$ cat src/rtl/bin2bcd_hex_seq.sv
// -----------------------------------------------------------------------------
// bin2bcd_hex_seq
//
// Multi-cycle binary-to-BCD converter with an active-low seven-segment driver.
// A WIDTH-bit unsigned value is converted with shift-and-add-3, one bit per
// clock. The results (bcd, HEX, overflow) update only when a conversion
// commits, so they never show intermediate values.
//
// Parameters
//   WIDTH    : input binary width in bits (>= 2)
//   DIGITS   : number of BCD digits / HEX displays produced (>= 1)
//   BLANK_LZ : 1 = blank leading zero displays (display 0 always shown)
//
// Ports
//   Clock    : system clock, all state on the rising edge
//   Reset    : synchronous, active-high reset (priority over start)
//   start    : conversion request, sampled only while idle
//   bin      : unsigned value, captured on the accepting edge
//   busy     : high while a conversion is in progress
//   done     : one-cycle pulse when the outputs update
//   overflow : last captured bin was >= 10^DIGITS
//   bcd      : result digits, digit i at [4i+3:4i], digit 0 = ones
//   HEX      : active-low segments, display i at [7i+6:7i], bit 6 = g
// -----------------------------------------------------------------------------
module bin2bcd_hex_seq #(
   parameter int WIDTH    = 16,
   parameter int DIGITS   = 5,
   parameter bit BLANK_LZ = 1'b1
) (
   input  logic                  Clock,
   input  logic                  Reset,
   input  logic                  start,
   input  logic [WIDTH-1:0]      bin,
   output logic                  busy,
   output logic                  done,
   output logic                  overflow,
   output logic [4*DIGITS-1:0]   bcd,
   output logic [7*DIGITS-1:0]   HEX
);

   // Every 3 input bits need less than one decimal digit, so the working
   // register holds the full value even when DIGITS is too small for it.
   localparam int WD = (((WIDTH + 2) / 3) > DIGITS) ? ((WIDTH + 2) / 3) : DIGITS;
   localparam int CW = $clog2(WIDTH + 1);
   localparam int PW = WIDTH + 5;

   // 10^DIGITS, saturated at 2^WIDTH. A saturated limit can never be reached
   // by a WIDTH-bit input, which makes overflow constant 0 in that case.
   function automatic logic [PW-1:0] pow10_sat();
      logic [PW-1:0] p;
      p = PW'(1);
      for (int i = 0; i < DIGITS; i++) begin
         p = p * PW'(10);
         if (p > (PW'(1) << WIDTH))
            p = PW'(1) << WIDTH;
      end
      return p;
   endfunction

   localparam logic [PW-1:0] LIMIT = pow10_sat();

   function automatic logic [6:0] seg7(input logic [3:0] d);
      logic [6:0] s;
      case (d)
         4'd0:    s = 7'h40;
         4'd1:    s = 7'h79;
         4'd2:    s = 7'h24;
         4'd3:    s = 7'h30;
         4'd4:    s = 7'h19;
         4'd5:    s = 7'h12;
         4'd6:    s = 7'h02;
         4'd7:    s = 7'h78;
         4'd8:    s = 7'h00;
         4'd9:    s = 7'h18;
         default: s = 7'h7F;
      endcase
      return s;
   endfunction

   typedef enum logic [1:0] {IDLE, SHIFT, COMMIT} state_t;

   state_t                state_reg, state_next;
   logic [WIDTH-1:0]      bin_sh_reg;
   logic [4*WD-1:0]       work_reg;
   logic [CW-1:0]         cnt_reg;
   logic                  ovf_cap_reg;
   logic                  ovf_reg;
   logic                  done_reg;
   logic [4*DIGITS-1:0]   bcd_reg;

   logic [4*WD-1:0]       work_adj;
   logic [4*WD+WIDTH-1:0] sh_next;

   // ---------------------------------------------------------------- FSM
   always_ff @(posedge Clock) begin
      if (Reset)
         state_reg <= IDLE;
      else
         state_reg <= state_next;
   end

   always_comb begin
      state_next = state_reg;
      case (state_reg)
         IDLE:    if (start) state_next = SHIFT;
         SHIFT:   if (cnt_reg == CW'(WIDTH - 1)) state_next = COMMIT;
         COMMIT:  state_next = IDLE;
         default: state_next = IDLE;
      endcase
   end

   always_comb begin
      busy = (state_reg != IDLE);
   end

   // ----------------------------------------------------------- datapath
   // Add 3 to every working digit >= 5 before the shift, so the doubling
   // carries correctly into the next decimal digit.
   generate
      for (genvar gi = 0; gi < WD; gi++) begin : g_adj
         assign work_adj[4*gi +: 4] = (work_reg[4*gi +: 4] >= 4'd5)
                                      ? (work_reg[4*gi +: 4] + 4'd3)
                                      : work_reg[4*gi +: 4];
      end
   endgenerate

   assign sh_next = {work_adj, bin_sh_reg} << 1;

   always_ff @(posedge Clock) begin
      if (Reset) begin
         bin_sh_reg  <= '0;
         work_reg    <= '0;
         cnt_reg     <= '0;
         ovf_cap_reg <= 1'b0;
      end else begin
         case (state_reg)
            IDLE: begin
               if (start) begin
                  bin_sh_reg  <= bin;
                  work_reg    <= '0;
                  cnt_reg     <= '0;
                  ovf_cap_reg <= (PW'(bin) >= LIMIT);
               end
            end
            SHIFT: begin
               work_reg   <= sh_next[4*WD+WIDTH-1 -: 4*WD];
               bin_sh_reg <= sh_next[WIDTH-1:0];
               cnt_reg    <= cnt_reg + CW'(1);
            end
            default: ;
         endcase
      end
   end

   // ------------------------------------------------------ committed outputs
   always_ff @(posedge Clock) begin
      if (Reset) begin
         done_reg <= 1'b0;
         ovf_reg  <= 1'b0;
         bcd_reg  <= '0;
      end else begin
         done_reg <= (state_reg == COMMIT);
         if (state_reg == COMMIT) begin
            ovf_reg <= ovf_cap_reg;
            bcd_reg <= work_reg[4*DIGITS-1:0];
         end
      end
   end

   assign done     = done_reg;
   assign overflow = ovf_reg;
   assign bcd      = bcd_reg;

   // One registered display per digit. Display i is blank when it and every
   // digit above it are zero; display 0 is never blanked.
   generate
      for (genvar gi = 0; gi < DIGITS; gi++) begin : g_hex
         localparam logic [6:0] RST_SEG = ((gi == 0) || !BLANK_LZ) ? 7'h40 : 7'h7F;

         logic [6:0] seg_next;
         logic [6:0] hex_reg;

         always_comb begin
            if (ovf_cap_reg)
               seg_next = 7'h3F;
            else if (BLANK_LZ && (gi != 0) && (work_reg[4*DIGITS-1:4*gi] == '0))
               seg_next = 7'h7F;
            else
               seg_next = seg7(work_reg[4*gi +: 4]);
         end

         always_ff @(posedge Clock) begin
            if (Reset)
               hex_reg <= RST_SEG;
            else if (state_reg == COMMIT)
               hex_reg <= seg_next;
         end

         assign HEX[7*gi +: 7] = hex_reg;
      end
   endgenerate

endmodule

$ cat config.mk
export PLATFORM = sky130hd
export DESIGN_NAME = bin2bcd_hex_seq
export DESIGN_NICKNAME = d
export VERILOG_FILES = /design/src/rtl/bin2bcd_hex_seq.sv
export SDC_FILE = /design/constraint.sdc
export NUM_CORES = 1
export LEC_CHECK = 0
export ABC_AREA = 1
export CORE_MARGIN = 4
export CORE_UTILIZATION = 30
export CTS_CLUSTER_SIZE = 24
export DETAILED_ROUTE_END_ITERATION = 10
export PLACE_DENSITY = 0.56
export SLEW_MARGIN = 10
export SYNTH_ARGS = -nofsm -noshare
export SYNTH_HDL_FRONTEND = slang
export SYNTH_SLANG_ARGS = --single-unit
$ cat constraint.sdc
create_clock -name Clock -period 3.93 [get_ports Clock]
set_clock_uncertainty 0.15 [all_clocks]
set_input_delay 0.786 -clock Clock [delete_from_list [all_inputs] [get_ports Clock]]
set_output_delay 0.786 -clock Clock [all_outputs]
set_load 0.02 [all_outputs]
==> impl_results.md, run 1 <==
* Root Driver: clkbuf_16
* Postcts setup bufs at 0
* Remaining DRCs at 0
* Layout cell share with drive strength beyond 1 at 8.209%
* CP Class: input pin to flip-flop
* Antenna viol nets, final at 0
* Comb power frac at 4.7%
* Psw at 0.6395 mW
* Synthesized area per cell at 7.828 um^2
* Asr flop ratio synth at 0%
* Largest family of logic cells by synthesized area: simple AND/OR/NAND/NOR gates
* Netlist cell types at 33
* Clock group share of total power at 51.7%
* Post-synthesis adder-cell area fraction at 8.202%
* Tcrit/Tclk final at about 67%
* Max IR drop VDD at roughly 0.00031 V
* Rel. slew slack at 38.12%
* Post-Synth XOR/XNOR Area at 0%
* FILL cells at 1841
* Largest net degree at the start of global routing at 83
* Wirelength per Cell at 12.47 um
* Mux share of post-synthesis cell area at 0%
* Clock buffer depth at 2
* RSZ-0062 raised after global routing: no
* Worst Setup Start Kind: input pin
* Cell internal pwr at around 2.4 mW
* DPL Wire Length at 8911 um
* Via count at 4715
* Netlist Area Pre-Place at 5644 um^2
* Num ports at 77
* Syn Inst Count at a little over 700
* Sw Share at 21.17%
* CTS H-tree depth at 4
* Routed WL at 12880 um
* # setup viols final at 0
* Number of hold buffers added after CTS at 0
* Port bufs at 75
* Final instance area at 7156 um^2
* # diodes at 0
* DP Area at approximately 6600 um^2
* Max frequency at 0.3820 GHz
* Final hold violation count at 0
* Max-cap violations at 0
* #FFs+latches synth at 127
* First-pass GRT wire length at 21820 um
* Die H at 145.2 um
* Clk_lat worst skew at 420 ps
* Syn Nets at 777
* Core area at 18210 um^2
* Area fraction in compound gates after synthesis at 16.18%
* Initial Util at 31.00%
* Final TNS setup at 0 ps
* Vias in the first global route at about 4500
* Full die area at 21070 um^2
* Critical Path RT at 4110 ps
* Seq/Total Area, Yosys at 45.05%
* Vias/cell at 4.564
* Area growth syn-to-layout at 26.78%
* Slew @ Worst Pin at between 900 and 1000 ps
* Fin crit period at 2618 ps
* Yosys warning count at 0
* Post-CTS sizing at 0
* Crit path max fanout at 82
* FP Rows at 49
* Antenna violations before repair at 0
* Leakage at ~3.2 nW
* Clock sink total at 127
* WHS at around 290 ps
* Flop pwr share at ~44%
* TritonCTS clock tree: yes
* Max-slew violation count at 0
* Post-Synth Simple-Gate Area at 22.46%
* Register area at 2542 um^2
* Ys flop type: dfxtp_1
* Nets@finish at 848
* Post-synth EDFFs at 0
* GR Util All Layers at about an eighth
* GRT overflow at 0
* Drt first pass iters at 5
* Cell Pwr Density at 422.2 nW/um^2
* Critical Path End Type: flip-flop
* Min-delay worst type: flip-flop to flip-flop
* Worst EP arrival at 2800 ps
* Routability cong. at 0.7864
* TritonCTS buffer count at 17
* 1st-iter DRT viols at 284
* Outcome: complete, no violations
* Die X at 145.2 um
* Clk slew on worst S/H paths at 50 ps
* Area of the multi-input gates at 2648 um^2
stage by stage:
| stage | total power, mW | utilization [%] | std cells | setup WS, ps |
|---|---|---|---|---|
| final | 3.021 | 39.30 | 1033 | 1312 |
| after detailed placement | 1.487 | 36.10 | 1002 | 822.5 |
| after global routing | 3.140 | 39.30 | 1033 | 1122 |
| after floorplan | 1.443 | - | 721 | 1644 |
| after CTS | 3.062 | 39.30 | 1033 | 1269 |
| after global placement | 1.486 | 36.10 | 1002 | 858.4 |
cells in the mapped netlist, drive strengths merged (3+ instances only):
master / count / area (um^2)
inv: 81 / 309.0
nor3: 4 / 25.02
nand3b: 3 / 22.52
ha: 37 / 462.9
nor2: 26 / 121.4
buf: 23 / 126.4
clkbuf: 5 / 18.77
nand2: 203 / 810.8
dfxtp: 127 / 2542
a21oi: 32 / 160.2
nand3: 45 / 225.2
o211ai: 3 / 22.52
nand4: 10 / 62.56
o22ai: 45 / 281.5
o21ai: 71 / 404.1
logic make-up (layout without fill, tap and decap cells):
family,count (synthesis),in the layout
compound gates,156,156
fa+ha+maj,37,37
buf+inv,109,192
flops,127,127
other cells,1,1
simple gates,291,291
path summary, 6_finish.rpt:
path	cells past startpoint	slack, ps	startpoint	end
setup / recovery	5	1310	Reset	bin_sh_reg[11]
hold / removal	2	290	flip-flop	g_hex[2].hex_reg[3]
setup reg to reg	12	1480	state_reg[0]	flip-flop
hold reg to reg	2	290	flip-flop	g_hex[2].hex_reg[3]
cells in the final DEF (no fill, tap or decap), drive strengths merged, types with 3 or more instances in the layout:
master	instances
a21oi	32
buf	5
bufinv	3
clkbuf	24
clkdlybuf4s50	75
clkinv	4
dfxtp	127
ha	37
inv	81
nand2	203
nand3	45
nand3b	3
nand4	10
nor2	26
nor3	4
o211ai	3
o21ai	71
o22ai	45
final cells by class:
class                      count  share of cell area, %
tap                          229                  4.004
multi-input combinational    485                  37.00
sequential                   127                  35.53
inverter                      81                  4.319
clock inverter                 7                  1.539
timing repair buffer          80                  11.02
clock buffer                  24                  6.592
worst max-delay path, cell delays in order:
cell and delay (ps):
clkdlybuf4s50_1 430, inv_2 70, buf_4 640, nand2_1 520, o22ai_1 310
power groups by stage:
stage                     clock network, mW  logic, mW  registers (mW)
after global routing                   1.66      0.158            1.32
after CTS                              1.60      0.143            1.32
after floorplan                           0     0.0998            1.34
after global placement                    0      0.142            1.34
final                                  1.56      0.141            1.32
after detailed placement                  0      0.142            1.34
layer usage:
| metal | global-route usage (%) | part of all wire [%] |
|---|---|---|
| met4 | 5.935 | 1.8 |
| met1 | 15.89 | 50 |
| met5 | 0 | 0 |
| met2 | 20.33 | 45 |
| met3 | 3.274 | 3.7 |
Power figures use the tool's default switching activity.
==> run 2: changes to the inputs <==
Settings changed: PLACE_DENSITY 0.56 to 0.58.
Clock period 3.93 ns to 2.2 ns, I/O delays scaled along.
==> run 2 against run 1 <==
Die area stayed put; via count rose by 5.3%; sequential cell count unchanged; power grew 81%; largest power group unchanged.
==> impl_results.md, run 2 (synthesized netlist as in run 1, its figures left out) <==
* Outcome: complete, no violations (unchanged)
* Slew @ Worst Pin at 572.2 ps (was 928.2 ps)
* Commonest non-fill, non-tap cell in the layout: nand2_1 (unchanged)
* Port bufs at 75 (unchanged)
* CP max-delay cell: clkdlybuf4s50_1 (was buf_4)
* FP Rows at 49 (unchanged)
* Max-cap violations at 0 (unchanged)
* Routability cong. at 0.8260 (was 0.7864)
* # setup viols final at 0 (unchanged)
* Vias/cell at 4.536 (was 4.564)
* Flop pwr share at 43.0% (was 43.6%)
* TritonCTS buffer count at 17 (unchanged)
* Comb power frac at 5.0% (was 4.7%)
* R2R cell count at 13 (was 12)
* Finished Layout Cells at 1095 (was 1033)
* Leakage at 3.530 nW (was 3.228 nW)
* Psw at 1.178 mW (was 0.6395 mW)
* Drt first pass iters at 4 (was 5)
* Area growth syn-to-layout at 35.69% (was 26.78%)
* First-pass GRT wire length at 23190 um (was 21820 um)
* Root Driver: clkbuf_16 (unchanged)
* RSZ-0062 raised after global routing: no (unchanged)
* Crit-path cells: nor2_1, inv_1, clkdlybuf4s50_1 (was clkdlybuf4s50_1, inv_2, buf_4, nand2_1, o22ai_1)
* Hold endpoint: g_hex[1].hex_reg[2] (was g_hex[2].hex_reg[3])
* 1st-iter DRT viols at 278 (was 284)
* Clock buffer depth at 2 (unchanged)
* Die X at 145.2 um (unchanged)
* Worst reg-to-reg setup slack at 170 ps (was 1480 ps)
* Wirelength per Cell at 12.34 um (was 12.47 um)
* Layout cell share with drive strength beyond 1 at 16.17% (was 8.209%)
* Final WS setup at 145.3 ps (was 1312 ps)
* Core area at 18210 um^2 (unchanged)
* Met3 Use GR at 4.459% (was 3.274%)
* Tcrit/Tclk final at 93.40%
* Remaining DRCs at 0 (unchanged)
* Worst Setup Start Kind: flip-flop (was input pin)
* Initial Util at 31.00% (unchanged)
* Clock sink total at 127 (unchanged)
* Antenna violations before repair at 0 (unchanged)
* Setup Slack @ Placement at -169.2 ps (was 822.5 ps)
* Final hold violation count at 0 (unchanged)
* Met2 GRT Util at 22.84% (was 20.33%)
* Nets@finish at 909 (was 848)
* Hold Path Cell Cnt at 2 (unchanged)
* GRT Max-Usage Layer: met2 (unchanged)
* GR Util met1 at 15.43% (was 15.89%)
* # diodes at 0 (unchanged)
* GRT overflow at 0 (unchanged)
* Post-Route Utilization at 42.06% (was 39.30%)
* Final TNS setup at 0 ps (unchanged)
* Min-delay worst type: flip-flop to flip-flop (unchanged)
* Worst Path Buf+Inv at 2 (was 3)
* Worst EP arrival at 1460 ps (was 2800 ps)
* Reg2Reg Launch Point: work_reg[5] (was state_reg[0])
* Commonest non-fill, non-tap cells in the layout: nand2_1, dfxtp_1, clkdlybuf4s50_1, inv_1, buf_4 (was nand2_1, dfxtp_1, clkdlybuf4s50_1, inv_1, o21ai_0)
* CP startpoint: state_reg[1] (was Reset)
* Cell internal pwr at 4.291 mW (was 2.381 mW)
* Cell Pwr Density at 714.1 nW/um^2 (was 422.2 nW/um^2)
* Clk slew on worst S/H paths at 60 ps (was 50 ps)
* Critical Path End Type: output pin (was flip-flop)
* Via count at 4967 (was 4715)
* Routed WL at 13510 um (was 12880 um)
* Rel. slew slack at 61.85% (was 38.12%)
* Vias in the first global route at 4928 (was 4491)
* Critical Path RT at 1610 ps (was 4110 ps)
* Max-slew violation count at 0 (unchanged)
* CTS H-tree depth at 4 (unchanged)
* Sw Share at 21.53% (was 21.17%)
* CP Class: flip-flop to output pin (was input pin to flip-flop)
* Slowest stage delay, CP at 590 ps (was 640 ps)
* Antenna viol nets, final at 0 (unchanged)
* Fin crit period at just over 2000 ps
* TritonCTS clock tree: yes (unchanged)
* Max frequency at 0.4867 GHz
* Crit path max fanout at 4 (was 82)
* Full die area at 21070 um^2 (unchanged)
* Crit path max-delay family: buffers and inverters (unchanged)
* Num ports at 77 (unchanged)
* Placed insts at 1063 (was 1002)
* DPL Wire Length at 9776 um (was 8911 um)
* WHS at 293.6 ps (was 291.0 ps)
* Largest net degree at the start of global routing at 48 (was 83)
* Clk_lat worst skew at 410 ps (was 420 ps)
* Clock group share of total power at 51.9% (was 51.7%)
* GR Util All Layers at 13.20% (was 12.63%)
* Max IR drop VDD at 0.0005136 V (was 0.0003124 V)
* Die H at 145.2 um (unchanged)
[run 2: changes by cell type in the layout (fill, tap and decap cells not counted), sizes merged]
cell	delta
clkinv	+1
buf	+61
clkbuf	-1
clkinvlp	+1
[run 2: repair_timing]
item	in CTS	in global routing
setup endpoints to repair	0	14
resized for setup	0	14
hold buffers	0	0
buffers inserted	0	0
[run 2: per-layer routing]
metal	part of all wire, %	routed length (um)
met3	5.1	687
met2	48	6439
met5	0	0
met4	1.0	141
met1	46	6239
[run 2: worst min-delay path, stage by stage (launching register included)]
cell	delay [ps]
dfxtp_1	300
o22ai_1	60
nand2_1	50
[run 2: area by class of cell]
type                    count  area [um^2]
clock inverters             9        133.9
inverters                  81        309.0
well taps                 229        286.5
multi-input cells         485         2670
fillers                  1792        10550
flip-flops and latches    127         2545
clock buffers              23        467.9
repair buffers            141         1246
[run 2: through the flow]
stage               total power, mW  area [um^2]
global placement              2.677         7032
detailed placement            2.679         7032
floorplan                     2.577         5644
finish                        5.469         7659
global route                  5.690         7659
CTS                           5.547         7634
[run 2: power groups by stage]
| stage | Clock [mW] | Combinational [mW] | Sequential, mW |
|---|---|---|---|
| after floorplan | 0 | 0.178 | 2.40 |
| after global placement | 0 | 0.275 | 2.40 |
| after detailed placement | 0 | 0.276 | 2.40 |
| after CTS | 2.92 | 0.278 | 2.35 |
| after global routing | 3.03 | 0.310 | 2.36 |
| final | 2.84 | 0.275 | 2.35 |
[run 2: worst max-delay path by stage]
stage	endpoint	depth (start not counted)
floorplan	flip-flop	13
global placement	flip-flop	11
detailed placement	flip-flop	12
CTS	busy	3
global route	flip-flop	11
finish	busy	3
==> run 3: changes to the inputs <==
Settings changed: PLACE_DENSITY 0.58 to 0.54.
==> run 3 against run 2 <==
Clock-buffer cell count rose by 2; sequential share of layout area fell by 0.14 points; sequential cell count did not move; global-route usage rose by 0.16 points; clock power shrank 5%; fmax fell by 1.3%; core utilization up 0.16 points.
==> impl_results.md, run 3 (synthesized netlist as in run 1, its figures left out) <==
* Power, Total at 5.342 mW (was 5.469 mW)
* Max-slew violation count at 0 (unchanged)
* Core area at 18210 um^2 (unchanged)
* Max-cap violations at 0 (unchanged)
* Routability cong. at 0.8125 (was 0.8260)
* Crit-path cells: nor2_1, inv_1, clkdlybuf4s50_1 (unchanged)
* Register area at 2544 um^2 (was 2545 um^2)
* Outcome: complete, no violations (unchanged)
* Rel. slew slack at 63.50% (was 61.85%)
* Final TNS setup at 0 ps (unchanged)
* Min-delay worst type: flip-flop to flip-flop (unchanged)
* Remaining DRCs at 0 (unchanged)
* CTS H-tree depth at 4 (unchanged)
* Leakage at 3.548 nW (was 3.530 nW)
* Commonest non-fill, non-tap cells in the layout: nand2_1, dfxtp_1, clkdlybuf4s50_1, buf_4, inv_1 (was nand2_1, dfxtp_1, clkdlybuf4s50_1, inv_1, buf_4)
* First-pass GRT wire length at 23310 um (was 23190 um)
* Port bufs at 75 (unchanged)
* FP Rows at 49 (unchanged)
* Clock buffer depth at 2 (unchanged)
* Cell Pwr Density at 694.9 nW/um^2 (was 714.1 nW/um^2)
* Nets@finish at 916 (was 909)
* Clock sink total at 127 (unchanged)
* FILL cells at 1822 (was 1792)
* Layout cell share with drive strength beyond 1 at 16.65% (was 16.17%)
* Max IR drop VDD at 0.0006314 V (was 0.0005136 V)
* Tcrit/Tclk final at 94.61% (was 93.40%)
* Worst Setup Start Kind: flip-flop (unchanged)
* 1st-iter DRT viols at 254 (was 278)
* Max frequency at 0.4805 GHz (was 0.4867 GHz)
* Critical Path End Type: output pin (unchanged)
* # diodes at 0 (unchanged)
* RSZ-0062 raised after global routing: no (unchanged)
* Post-Route Utilization at 42.22% (was 42.06%)
* Root Driver: clkbuf_16 (unchanged)
* Final hold violation count at 0 (unchanged)
* TritonCTS buffer count at 17 (unchanged)
* Drt first pass iters at 6 (was 4)
* Fin crit period at 2081 ps (was 2055 ps)
* Critical Path RT at 1610 ps (about the same)
* Finished Layout Cells at 1100 (was 1095)
* Full die area at 21070 um^2 (unchanged)
* Slowest stage delay, CP at 600 ps (was 590 ps)
* Final instance area at 7687 um^2 (was 7659 um^2)
* Via count at 5026 (was 4967)
* Area of the multi-input gates at 2668 um^2 (was 2670 um^2)
* Routed WL at 13690 um (was 13510 um)
* Clk slew on worst S/H paths at 50 ps (was 60 ps)
* Crit path max fanout at 4 (unchanged)
* DP Area at 7077 um^2 (was 7032 um^2)
* Placed insts at 1069 (was 1063)
* Die H at 145.2 um (unchanged)
* Largest net degree at the start of global routing at 46 (was 48)
* Worst EP arrival at 1490 ps (was 1460 ps)
* Commonest non-fill, non-tap cell in the layout: nand2_1 (unchanged)
* Slew @ Worst Pin at 543.8 ps (was 572.2 ps)
* Vias/cell at 4.569 (was 4.536)
* Area growth syn-to-layout at 36.20% (was 35.69%)
* Clk_lat worst skew at 410 ps (about the same)
* Initial Util at 31.00% (unchanged)
* CP max-delay cell: clkdlybuf4s50_1 (unchanged)
* GR Util All Layers at 13.36% (was 13.20%)
* TritonCTS clock tree: yes (unchanged)
* # setup viols final at 0 (unchanged)
* DPL Wire Length at 9958 um (was 9776 um)
* Vias in the first global route at 4867 (was 4928)
* Wirelength per Cell at 12.44 um (was 12.34 um)
* Antenna viol nets, final at 0 (unchanged)
* Num ports at 77 (unchanged)
* CP Class: flip-flop to output pin (unchanged)
* GRT overflow at 0 (unchanged)
* Antenna violations before repair at 0 (unchanged)
* Die X at 145.2 um (unchanged)
run 3: cell type report:
type | instances | share of cell area [%]
timing repair buffer | 148 | 17.06
clock inverter | 5 | 1.058
tap | 229 | 3.727
clock buffer | 25 | 6.315
multi-input combinational | 485 | 34.70
inverter | 81 | 4.053
sequential | 127 | 33.09
run 3: what timing repair did:
item / 4_1_cts / 5_1_grt
setup endpoints to repair: 0 / 14
hold buffers: 0 / 0
buffers inserted: 0 / 1
resized for setup: 0 / 15
run 3: path summary, 6_finish.rpt:
check / from / endpoint / slack (ps) / cells after the start
setup / recovery: state_reg[1] / busy / 120 / 3
hold / removal: flip-flop / g_hex[1].hex_reg[1] / 290 / 2
setup reg to reg: work_reg[8] / flip-flop / 190 / 13
hold reg to reg: flip-flop / g_hex[1].hex_reg[1] / 290 / 2
run 3: per-layer routing:
metal / vias up / global-route usage [%] / part of all wire (%)
met3: 16 / 4.521 / 5.2
li1: 2667 / - / -
met4: 0 / 5.033 / 1.7
met2: 96 / 21.01 / 46
met1: 2247 / 17.05 / 47
met5: - / 0 / 0
run 3: through the flow:
stage | hold WS, ps | setup slack [ps]
after floorplan | 273.6 | 259.6
after global placement | 277.9 | -142.6
after detailed placement | 282.7 | -158.8
after CTS | 295.6 | 13.99
after global routing | 315.8 | 7.712
final | 291.8 | 118.7
run 3: critical path, delay by kind of cell, from the launching register on:
kind / cells / cell delay, ps
AND/OR/NAND/NOR: 1 / 60
buffers and inverters: 2 / 650
flip-flops: 1 / 370
run 3: where the power goes:
part / total, mW / switching, mW / internal [mW] / leakage [nW]
Clock: 2.70 / 0.955 / 1.74 / 0.273
Sequential: 2.35 / 0.0142 / 2.34 / 1.03
Combinational: 0.289 / 0.170 / 0.119 / 2.25
